### config.mk
export PLATFORM = sky130hd
export DESIGN_NAME = controller_poller_flat
export DESIGN_NICKNAME = d
export VERILOG_FILES = /design/src/rtl/controller_poller_if.sv /design/src/rtl/controller_poller.sv /design/src/flat_wrapper.sv
export SDC_FILE = /design/constraint.sdc
export NUM_CORES = 1
export LEC_CHECK = 0
export CAP_MARGIN = 10
export CORE_ASPECT_RATIO = 2
export CORE_MARGIN = 2
export CORE_UTILIZATION = 53
export CTS_CLUSTER_DIAMETER = 60
export DETAILED_ROUTE_END_ITERATION = 7
export GPL_TIMING_DRIVEN = 0
export PLACE_DENSITY = 0.8
export SLEW_MARGIN = 30
export SYNTH_ARGS = -nofsm -noshare
export SYNTH_HDL_FRONTEND = slang
export SYNTH_SLANG_ARGS = --single-unit
### constraint.sdc
create_clock -name clk -period 2.21 [get_ports clk]
set_input_delay 0.5525 -clock clk [delete_from_list [all_inputs] [get_ports clk]]
set_output_delay 0.5525 -clock clk [all_outputs]
set_load 0.1 [all_outputs]
### src/rtl/controller_poller_if.sv
// Signal bundle between the poll engine, the controller GPIO pins and the game logic.
// The master side is the poll engine and the slave side is the pins plus the consumer.
interface controller_poller_if #(
  parameter int unsigned NUM_BITS = 16
);
  logic                enable;
  logic                ctrl_data;
  logic                ctrl_latch;
  logic                ctrl_clk;
  logic [NUM_BITS-1:0] buttons;
  logic                valid;
  logic                poll_tick;
  logic                overrun;

  modport master (
    input  enable,
    input  ctrl_data,
    output ctrl_latch,
    output ctrl_clk,
    output buttons,
    output valid,
    output poll_tick,
    output overrun
  );

  modport slave (
    output enable,
    output ctrl_data,
    input  ctrl_latch,
    input  ctrl_clk,
    input  buttons,
    input  valid,
    input  poll_tick,
    input  overrun
  );
endinterface

### src/rtl/controller_poller.sv
// Periodic poll tick plus one latch/clock serial read of an SNES-style gamepad per tick.
// Buttons are presented active high with a one-cycle valid strobe when a frame completes.
module controller_poller #(
  parameter int unsigned POLL_PERIOD = 833333,
  parameter int unsigned HALF_BIT    = 300,
  parameter int unsigned NUM_BITS    = 16
) (
  input  logic                clk,
  input  logic                n_rst,
  controller_poller_if.master bus
);
  localparam int unsigned PW    = (POLL_PERIOD > 1) ? $clog2(POLL_PERIOD) : 1;
  localparam int unsigned TW    = $clog2(2 * HALF_BIT);
  localparam int unsigned IDX_W = (NUM_BITS > 1) ? $clog2(NUM_BITS) : 1;

  localparam logic [PW-1:0]    PERIOD_LAST = PW'(POLL_PERIOD - 1);
  localparam logic [TW-1:0]    LATCH_LAST  = TW'(2 * HALF_BIT - 1);
  localparam logic [TW-1:0]    HALF_LAST   = TW'(HALF_BIT - 1);
  localparam logic [IDX_W-1:0] BIT_LAST    = IDX_W'(NUM_BITS - 1);

  localparam logic [2:0] S_IDLE     = 3'd0;
  localparam logic [2:0] S_LATCH    = 3'd1;
  localparam logic [2:0] S_CLK_LOW  = 3'd2;
  localparam logic [2:0] S_CLK_HIGH = 3'd3;
  localparam logic [2:0] S_DONE     = 3'd4;

  logic [PW-1:0]       period_cnt;
  logic                poll_tick_q;
  logic [2:0]          state;
  logic [TW-1:0]       timer;
  logic [IDX_W-1:0]    bit_idx;
  logic [NUM_BITS-1:0] shreg;
  logic [NUM_BITS-1:0] buttons_q;
  logic                latch_q;
  logic                clk_q;
  logic                valid_q;
  logic                overrun_q;

  // Tick generator: counts enabled cycles, held at zero while disabled.
  always_ff @(posedge clk or negedge n_rst) begin
    if (!n_rst) begin
      period_cnt  <= '0;
      poll_tick_q <= 1'b0;
    end else if (!bus.enable) begin
      period_cnt  <= '0;
      poll_tick_q <= 1'b0;
    end else if (period_cnt == PERIOD_LAST) begin
      period_cnt  <= '0;
      poll_tick_q <= 1'b1;
    end else begin
      period_cnt  <= period_cnt + 1'b1;
      poll_tick_q <= 1'b0;
    end
  end

  // Frame sequencer; pin levels are registered on the transitions into each phase.
  always_ff @(posedge clk or negedge n_rst) begin
    if (!n_rst) begin
      state     <= S_IDLE;
      timer     <= '0;
      bit_idx   <= '0;
      shreg     <= '0;
      buttons_q <= '0;
      latch_q   <= 1'b0;
      clk_q     <= 1'b1;
      valid_q   <= 1'b0;
      overrun_q <= 1'b0;
    end else begin
      valid_q   <= 1'b0;
      overrun_q <= poll_tick_q && (state != S_IDLE);
      case (state)
        S_IDLE: begin
          if (poll_tick_q) begin
            state   <= S_LATCH;
            latch_q <= 1'b1;
            timer   <= '0;
            bit_idx <= '0;
            shreg   <= '0;
          end
        end
        S_LATCH: begin
          if (timer == LATCH_LAST) begin
            state   <= S_CLK_LOW;
            latch_q <= 1'b0;
            clk_q   <= 1'b0;
            timer   <= '0;
          end else begin
            timer <= timer + 1'b1;
          end
        end
        S_CLK_LOW: begin
          if (timer == HALF_LAST) begin
            shreg[bit_idx] <= ~bus.ctrl_data;
            state          <= S_CLK_HIGH;
            clk_q          <= 1'b1;
            timer          <= '0;
          end else begin
            timer <= timer + 1'b1;
          end
        end
        S_CLK_HIGH: begin
          if (timer == HALF_LAST) begin
            timer <= '0;
            if (bit_idx == BIT_LAST) begin
              state     <= S_DONE;
              buttons_q <= shreg;
              valid_q   <= 1'b1;
            end else begin
              bit_idx <= bit_idx + 1'b1;
              state   <= S_CLK_LOW;
              clk_q   <= 1'b0;
            end
          end else begin
            timer <= timer + 1'b1;
          end
        end
        S_DONE: begin
          state <= S_IDLE;
        end
        default: begin
          state   <= S_IDLE;
          latch_q <= 1'b0;
          clk_q   <= 1'b1;
        end
      endcase
    end
  end

  assign bus.poll_tick  = poll_tick_q;
  assign bus.ctrl_latch = latch_q;
  assign bus.ctrl_clk   = clk_q;
  assign bus.buttons    = buttons_q;
  assign bus.valid      = valid_q;
  assign bus.overrun    = overrun_q;
endmodule

### src/flat_wrapper.sv
// flat-port wrapper written by rule: the top's interface ports become plain ports
module controller_poller_flat 
#(
  parameter int unsigned POLL_PERIOD = 833333,
  parameter int unsigned HALF_BIT    = 300,
  parameter int unsigned NUM_BITS    = 16
)
  (clk, n_rst, bus_enable, bus_ctrl_data, bus_ctrl_latch, bus_ctrl_clk, bus_buttons, bus_valid, bus_poll_tick, bus_overrun);
  controller_poller_if #(.NUM_BITS(NUM_BITS)) bus_i ();
  input  logic clk;
  input  logic n_rst;
  input wire logic [$bits(bus_i.enable)-1:0] bus_enable;
  input wire logic [$bits(bus_i.ctrl_data)-1:0] bus_ctrl_data;
  output wire logic [$bits(bus_i.ctrl_latch)-1:0] bus_ctrl_latch;
  output wire logic [$bits(bus_i.ctrl_clk)-1:0] bus_ctrl_clk;
  output wire logic [$bits(bus_i.buttons)-1:0] bus_buttons;
  output wire logic [$bits(bus_i.valid)-1:0] bus_valid;
  output wire logic [$bits(bus_i.poll_tick)-1:0] bus_poll_tick;
  output wire logic [$bits(bus_i.overrun)-1:0] bus_overrun;
  assign bus_i.enable = bus_enable;
  assign bus_i.ctrl_data = bus_ctrl_data;
  assign bus_ctrl_latch = bus_i.ctrl_latch;
  assign bus_ctrl_clk = bus_i.ctrl_clk;
  assign bus_buttons = bus_i.buttons;
  assign bus_valid = bus_i.valid;
  assign bus_poll_tick = bus_i.poll_tick;
  assign bus_overrun = bus_i.overrun;
  controller_poller #(.POLL_PERIOD(POLL_PERIOD), .HALF_BIT(HALF_BIT), .NUM_BITS(NUM_BITS)) u_core (.clk(clk), .n_rst(n_rst), .bus(bus_i));
endmodule
==> results of run 1 <==
-- worst paths after layout --
kind	start	endpoint	slack (ps)	cells past startpoint
setup / recovery	bus_ctrl_data	u_core.shreg[7]$_DFFE_PN0P_	20	6
hold / removal	n_rst	u_core.timer[7]$_DFFE_PN0P_	120	1
setup reg to reg	u_core.timer[5]$_DFFE_PN0P_	u_core.bus.buttons[9]$_DFFE_PN0P_	50	6
hold reg to reg	u_core.bus.buttons[13]$_DFFE_PN0P_	u_core.bus.buttons[13]$_DFFE_PN0P_	480	1
max in group asynchronous	n_rst	u_core.bus.ctrl_clk$_DFFE_PN1P_	1510	2
min in group clk	u_core.bus.buttons[13]$_DFFE_PN0P_	u_core.bus.buttons[13]$_DFFE_PN0P_	480	1
-- worst max-delay path, cell delays in order --
cell and delay [ps]:
clkdlybuf4s50_1 450, or4b_2 690, nor4_4 250, buf_4 190, nand2_1 120, o22ai_1 200
-- stage by stage --
| step | cells | hold WS (ps) | area [um^2] | TNS (ps) |
|---|---|---|---|---|
| detailed placement | 508 | 475 | 4250 | -5370 |
| global placement | 507 | 465 | 4230 | -141570 |
| floorplan | 391 | 257 | 3870 | 0 |
| CTS | 525 | 129 | 4550 | 0 |
| finish | 526 | 121 | 4640 | 0 |
| global route | 526 | 144 | 4640 | -4.30 |
-- flip-flops by register name, summed over array words and instances (netlist names) --
name,flops
u_core.bus.buttons,16
u_core.state,3
u_core.bus.overrun,1
u_core.timer,10
u_core.bus.poll_tick,1
u_core.bit_idx,4
u_core.bus.ctrl_latch,1
u_core.shreg,16
u_core.period_cnt,20
u_core.bus.valid,1
u_core.bus.ctrl_clk,1
-- repair_timing --
item,4_1_cts,5_1_grt
pin swaps,1,3
gates cloned,0,1
gates resized for setup,29,16
endpoints found under the setup margin,44,49
buffers inserted,2,2
hold buffers,0,0
-- report_power, final --
part | total (mW) | switching (mW) | internal (mW)
logic | 0.0551 | 0.0381 | 0.0170
registers | 1.37 | 0.00511 | 1.36
clock network | 1.45 | 0.521 | 0.934
total | 2.88 | 0.564 | 2.31
-- cells in the final DEF, fill, tap and decap left out, drive strengths merged, types with 2 or more instances in the layout --
cell type      netlist  final
dfrtp               73     73
a21oi               35     35
nand2               33     33
clkbuf              13     27
nor2                26     26
inv                 23     23
dlygate4sd2          0     19
o22ai               17     17
mux2                16     16
buf                 11     16
o21ai               14     14
nand3               11     11
xor2                 9      9
nor3                 8      8
nand2b               7      7
nand4                7      7
nor4                 7      7
ha                   7      7
o31ai                6      6
nor2b                6      6
o211ai               6      6
or4                  6      6
or3                  5      5
a31oi                4      4
mux2i                4      4
and4                 3      3
and3b                3      3
or2                  3      3
and3                 3      3
xnor2                2      2
clkdlybuf4s50        0      2
nand4bb              2      2
nor4b                2      2
or3b                 2      2
-- metal layers --
layer  vias up  track usage, %
li1       1483               -
met1      1460            29.3
met2        87            31.4
met3        21            5.24
met4         0            12.4
met5         -               0
-- area by class of cell --
class                      count  share of cell area [%]
buffer                        21                    3.00
tap                           92                    2.48
sequential                    74                    40.0
timing repair buffer          30                    6.31
clock inverter                 2                   0.756
clock buffer                  14                    5.69
inverter                      23                    1.86
multi-input combinational    270                    39.9
-- cells by family after synthesis --
| group | Yosys count |
|---|---|
| buf+inv | 47 |
| flops | 74 |
| mux | 20 |
| simple gates | 140 |
| xor+xnor | 11 |
| fa+ha+maj | 7 |
| compound gates | 92 |
==> impl_metrics.json, run 1 <==
{
  "netlist_area_um2": 3870,
  "synth_most_common_cell": "dfrtp_1",
  "first_iter_violations": 198,
  "final_hold_viol_count": 0,
  "grt_usage_pct": 21.6,
  "synthXorXnorAreaFrac_pct": 2.49,
  "synth_area_leaders": "dfrtp_1, a21oi_1, nand2_1",
  "synth_compound_area_share_pct": 15.4,
  "critPathCaptureType": "register",
  "multiInputGateArea_um2": 1850,
  "clock_path_buffers": 2,
  "n_fill_cell": 587,
  "core_region_area_um2": 7160,
  "antenna_left": 0,
  "dp_hpwl_mm": 5.24,
  "synth_mux_area_share_pct": 5.68,
  "ys.flop_type": "dfrtp_1",
  "routedWlPerCell_um": 15.3,
  "finalSetupViolations": 0,
  "fin_util_pct": 64.8,
  "yosysUniqueCellTypes": 61,
  "syn_nets": 402,
  "drv_cap": 0,
  "grt_start_max_net_pins": 50,
  "holdCritPathClass": "in2async",
  "synth_area_per_cell_um2": 9.91,
  "drc": 0,
  "peakVddDrop_uv": 491,
  "finalMaxSlewViolations": 0,
  "area_growth_pct": 19.7,
  "drt_pass1_iterations": 4,
  "numPortBuffers": 24,
  "drive_gt1_share_pct": 15.9,
  "fin_nets": 440,
  "vias_per_cell": 5.80,
  "crit_fanout": 4,
  "critPathLaunchType": "primary input",
  "synth_top_area_share_pct": 47.2,
  "clock_sink_count": 74,
  "overflow": 0,
  "ys_ff_latch": 74,
  "async_flop_share_pct": 100,
  "maxSlewHeadroom_pct": 36.4,
  "die_y_um": 125,
  "cts_tree": "yes",
  "num_vias": 3051,
  "root_buffer": "clkbuf_16",
  "synth-simple-area-share_pct": 20.5,
  "routed.top_layer": "met4",
  "wl_met1_mm": 3.66,
  "synth_area_leader_cell": "dfrtp_1",
  "finalCritPeriodShare_pct": 99.2,
  "period_minus_slack_ps": 2190,
  "dp_slack_ps": -326,
  "p_per_area_nw_per_um2": 620,
  "wl_met3_um": 362,
  "critPathRequiredTime_ps": 2460,
  "yosysSeqAreaShare_pct": 47.8,
  "fp.dieArea_um2": 8050,
  "regArea_um2": 1850,
  "synth_fa_ha_area_share_pct": 2.26,
  "cts_made_buffers": 9,
  "fmax_mhz": 456,
  "antenna_found_initial": 0,
  "fin_skew_ps": 2.95,
  "pin_count": 25,
  "routed_wl_mm": 8.05,
  "synth-edff-count": 0,
  "place_congestion": 0.927,
  "worstMarginPinSlew_ps": 958,
  "clk_latency_ps": 340,
  "h-tree-depth": 3,
  "start_util_pct": 54.1,
  "status": "finished clean",
  "diodes": 0,
  "met2_length_mm": 3.76,
  "criticalPathCategory": "in2reg",
  "path_clk_slew_ps": 50,
  "synthCells": 391,
  "synth_top_family_by_area": "simple AND/OR/NAND/NOR gates",
  "grt_first_pass_wirelength_mm": 13.6,
  "num_rows": 44,
  "leakage_nw": 2.18,
  "grt_pass1_vias": 2890,
  "arrival_ps": 2440,
  "ys_warn_count": 0,
  "power_mw": 2.88,
  "synth_common_cells": "dfrtp_1, nand2_1, a21oi_1, nor2_1, inv_1",
  "die_w_um": 64.5,
  "setup_slack_ps": 18.5
}
(Power assumes the default switching activity.)
==> run 2: changes to the inputs <==
==> constraint.sdc (replaced) <==
create_clock -name clk -period 2.21 [get_ports clk]
set_input_delay 0.442 -clock clk [delete_from_list [all_inputs] [get_ports clk]]
set_output_delay 0.442 -clock clk [all_outputs]
set_load 0.1 [all_outputs]
==> impl_metrics.json, run 2 (synthesized netlist as in run 1, its figures left out) <==
{
  "status": "finished clean",
  "die_w_um": 64.5,
  "drive_gt1_share_pct": 15.0,
  "routedWlPerCell_um": 15.3,
  "final_cell_mix": "dfrtp_1, nand2_1, a21oi_1, nor2_1, inv_1",
  "cts_tree": "yes",
  "fin_skew_ps": 4.42,
  "finalMaxSlewViolations": 0,
  "fin_area_um2": 4620,
  "criticalPathCategory": "reg2reg",
  "period_minus_slack_ps": 2170,
  "fin_util_pct": 64.6,
  "fp.dieArea_um2": 8050,
  "grt_usage_pct": 21.6,
  "num_rows": 44,
  "root_buffer": "clkbuf_16",
  "critPathLaunch": "u_core.timer[5]$_DFFE_PN0P_",
  "cts_made_buffers": 9,
  "antenna_left": 0,
  "pin_count": 25,
  "area_growth_pct": 19.3,
  "grt_pass1_vias": 2886,
  "critPathRequiredTime_ps": 2430,
  "place_area_um2": 4250,
  "drt_pass1_iterations": 4,
  "final_cell_count_no_fill": 525,
  "fin_nets": 439,
  "holdWs_ps": 10.0,
  "grt_first_pass_wirelength_mm": 13.6,
  "largest_reg_flops": 20,
  "crit_fanout": 8,
  "peakVddDrop_uv": 493,
  "start_util_pct": 54.1,
  "maxSlewHeadroom_pct": 36.1,
  "clk_latency_ps": 340,
  "place_congestion": 0.927,
  "critPathLaunchType": "register",
  "multiInputGateArea_um2": 1840,
  "placed_cells": 508,
  "grt_start_max_net_pins": 50,
  "finalCritPeriodShare_pct": 98.4,
  "final_hold_viol_count": 0,
  "r2r_slack_ps": 40,
  "antenna_found_initial": 0,
  "tns_ps": 0,
  "diodes": 0,
  "h-tree-depth": 3,
  "drc": 0,
  "routed_wl_mm": 8.05,
  "regMostFlops": "u_core.period_cnt",
  "first_iter_violations": 201,
  "vias_per_cell": 5.86,
  "holdCritPathClass": "in2async",
  "numPortBuffers": 24,
  "rsz0062_at_grt": "true",
  "layout_commonest_cell": "dfrtp_1",
  "p_per_area_nw_per_um2": 623,
  "finalSetupViolations": 0,
  "drv_cap": 0,
  "clock_path_buffers": 2,
  "core_region_area_um2": 7160,
  "num_vias": 3074,
  "die_y_um": 125,
  "r2r-start": "u_core.timer[5]$_DFFE_PN0P_",
  "n_fill_cell": 590,
  "fmax_mhz": 460,
  "leakage_nw": 2.18,
  "clock_sink_count": 74,
  "path_clk_slew_ps": 50,
  "arrival_ps": 2390,
  "critPathCaptureType": "register",
  "regArea_um2": 1850,
  "dp_hpwl_mm": 5.24,
  "overflow": 0,
  "worstMarginPinSlew_ps": 962
}
-- run 2: power breakdown --
| group | switching (mW) | internal, mW |
|---|---|---|
| logic | 0.0378 | 0.0162 |
| clock network | 0.525 | 0.934 |
| registers | 0.00508 | 1.36 |
| total | 0.568 | 2.31 |
-- run 2: timing repair --
item                                    in CTS  in global routing
endpoints found under the setup margin      44                 48
hold buffers                                 0                  0
cloned                                       0                  1
resized for setup                           26                 13
buffers inserted                             2                  1
pin swaps                                    1                  2
-- run 2: path summary, 6_finish.rpt --
kind,to,cells after the start
hold / removal,u_core.timer[7]$_DFFE_PN0P_,1
setup / recovery,u_core.bus.buttons[9]$_DFFE_PN0P_,6
max in group asynchronous,u_core.bus.ctrl_clk$_DFFE_PN1P_,2
hold reg to reg,u_core.bus.buttons[13]$_DFFE_PN0P_,1
setup reg to reg,u_core.bus.buttons[9]$_DFFE_PN0P_,6
min in group clk,u_core.bus.buttons[13]$_DFFE_PN0P_,1
-- run 2: area by class of cell --
cell class	count	share of cell area, %
Buffer	21	2.95
Clock buffer	14	5.71
Multi-Input combinational cell	270	39.9
Inverter	23	1.87
Sequential cell	74	40.1
Timing Repair Buffer	29	6.20
Clock inverter	2	0.758
Tap cell	92	2.49
-- run 2: critical path: stages (launching register included) --
cell     delay (ps)
dfrtp_1         480
or3b_4          450
or3_1           320
buf_4           180
nor2_8          150
buf_4           150
mux2_2          330
-- run 2: metrics by stage --
step / total power [mW] / setup WS, ps
floorplan: 1.40 / 129
global placement: 1.44 / -1750
detailed placement: 1.44 / -216
CTS: 2.90 / 6.39
global route: 2.98 / -18.3
finish: 2.88 / 35.3
-- run 2: layer usage --
layer  global-route usage, %  share of wire, %  vias up  wire length [um]
met3                    5.24               5.0       20               402
met2                    31.4                47       90              3760
met4                    12.4               3.3        0               266
met5                       0                 0        -                 0
met1                    29.2                45     1482              3630
li1                        -                 -     1482                 -
==> run 3: changes to the inputs <==
==> constraint.sdc (replaced) <==
create_clock -name clk -period 2.21 [get_ports clk]
set_input_delay 0.663 -clock clk [delete_from_list [all_inputs] [get_ports clk]]
set_output_delay 0.663 -clock clk [all_outputs]
set_load 0.1 [all_outputs]
==> impl_metrics.json, run 3 (synthesized netlist as in run 1, its figures left out) <==
{
  "status": "finished clean",
  "criticalPathCategory": "reg2out",
  "finalMaxSlewViolations": 0,
  "grt_use_met1_pct": 29.7,
  "die_w_um": 64.5,
  "layout_commonest_cell": "dfrtp_1",
  "period_minus_slack_ps": 2180,
  "drv_cap": 0,
  "first_iter_violations": 201,
  "critPathCaptureType": "output port",
  "antenna_found_initial": 0,
  "path_clk_slew_ps": 50,
  "holdCritPathClass": "in2async",
  "diodes": 0,
  "crit_fanout": 2,
  "top_usage_layer": "met2",
  "dp_hpwl_mm": 5.24,
  "fin_util_pct": 64.9,
  "area_growth_pct": 20.0,
  "regMostFlops": "u_core.period_cnt",
  "fmax_mhz": 458,
  "cts_made_buffers": 9,
  "drc": 0,
  "worstPathBufferInverterCount": 1,
  "num_vias": 3065,
  "finalCritPeriodShare_pct": 98.8,
  "critPathLaunchType": "register",
  "start_util_pct": 54.1,
  "grt_start_max_net_pins": 50,
  "largest_reg_flops": 20,
  "root_buffer": "clkbuf_16",
  "tns_ps": 0,
  "fp.dieArea_um2": 8050,
  "clk_latency_ps": 340,
  "cpPeakStageDelay_ps": 850,
  "finalSetupViolations": 0,
  "fin_nets": 439,
  "grt_use_met2_pct": 31.9,
  "peakVddDrop_uv": 477,
  "die_y_um": 125,
  "core_region_area_um2": 7160,
  "routed_wl_mm": 8.08,
  "final_hold_viol_count": 0,
  "clock_sink_count": 74,
  "cp_top_family": "buffers and inverters",
  "critPathRequiredTime_ps": 1550,
  "grt_first_pass_wirelength_mm": 13.8,
  "grt_pass1_vias": 2909,
  "vias_per_cell": 5.84,
  "leakage_nw": 2.11,
  "drive_gt1_share_pct": 17.1,
  "crit_path_top_delay_cell": "dlygate4sd2_1",
  "p_per_area_nw_per_um2": 619,
  "pin_count": 25,
  "routedWlPerCell_um": 15.4,
  "worstMarginPinSlew_ps": 953,
  "antenna_left": 0,
  "final_cell_mix": "dfrtp_1, nand2_1, a21oi_1, nor2_1, inv_1",
  "numPortBuffers": 24,
  "fin_area_um2": 4650,
  "crit_chain": "dlygate4sd2_1",
  "cts_tree": "yes",
  "power_mw": 2.88,
  "place_congestion": 0.927,
  "grt_usage_pct": 21.8,
  "arrival_ps": 1520,
  "overflow": 0,
  "num_rows": 44,
  "holdWs_ps": 232,
  "place_area_um2": 4250,
  "fin_skew_ps": 3.07,
  "drt_pass1_iterations": 5,
  "maxSlewHeadroom_pct": 36.7,
  "h-tree-depth": 3,
  "clock_path_buffers": 2,
  "use_met3_pct": 5.24
}
## run 3: cell count changes in the layout (fill, tap and decap cells not counted), moves of 2 or more
cell             previous run  this run
clkdlybuf4s15_2             0         3
clkbuf_2                    3         5
dlygate4sd2_1              21         4
clkdlybuf4s15_1             0        11
ha_2                        0         2
## run 3: metal layers
metal | up-vias | part of all wire (%)
met5 | - | 0
met4 | 0 | 3.3
met3 | 23 | 4.5
met2 | 91 | 47
met1 | 1469 | 45
li1 | 1482 | -
## run 3: per-stage QoR
step	cells	worst slack, ps
floorplan	391	129
global placement	507	-1970
detailed placement	508	-437
CTS	526	1.51
global route	525	-15.5
finish	525	26.9
## run 3: cell type report
cell class | instances | area [um^2]
Timing Repair Buffer | 29 | 297
Inverter | 23 | 86.3
Clock buffer | 14 | 264
Fill cell | 584 | 2510
Buffer | 21 | 141
Tap cell | 92 | 115
Multi-Input combinational cell | 270 | 1850
Sequential cell | 74 | 1860
Clock inverter | 2 | 35.0
## run 3: final timing paths
kind | start | to | slack [ps] | cells after the start
setup reg to reg | u_core.timer[5]$_DFFE_PN0P_ | u_core.bus.buttons[9]$_DFFE_PN0P_ | 60 | 6
min in group clk | u_core.bus.buttons[14]$_DFFE_PN0P_ | u_core.bus.buttons[14]$_DFFE_PN0P_ | 480 | 1
hold reg to reg | u_core.bus.buttons[14]$_DFFE_PN0P_ | u_core.bus.buttons[14]$_DFFE_PN0P_ | 480 | 1
hold / removal | n_rst | u_core.timer[7]$_DFFE_PN0P_ | 230 | 1
max in group asynchronous | n_rst | u_core.bus.ctrl_clk$_DFFE_PN1P_ | 1400 | 2
setup / recovery | u_core.bus.buttons[6]$_DFFE_PN0P_ | bus_buttons[6] | 30 | 1
## run 3: repair_timing
item / CTS / global route
pin swaps: 3 / 2
endpoints found under the setup margin: 57 / 50
setup buffers: 3 / 0
gates cloned: 0 / 1
hold buffers: 0 / 0
resized for setup: 41 / 25
## run 3: report_power, final
group / switching (mW) / total, mW / internal [mW]
registers: 0.00511 / 1.37 / 1.36
logic: 0.0382 / 0.0552 / 0.0170
clock network: 0.523 / 1.46 / 0.934
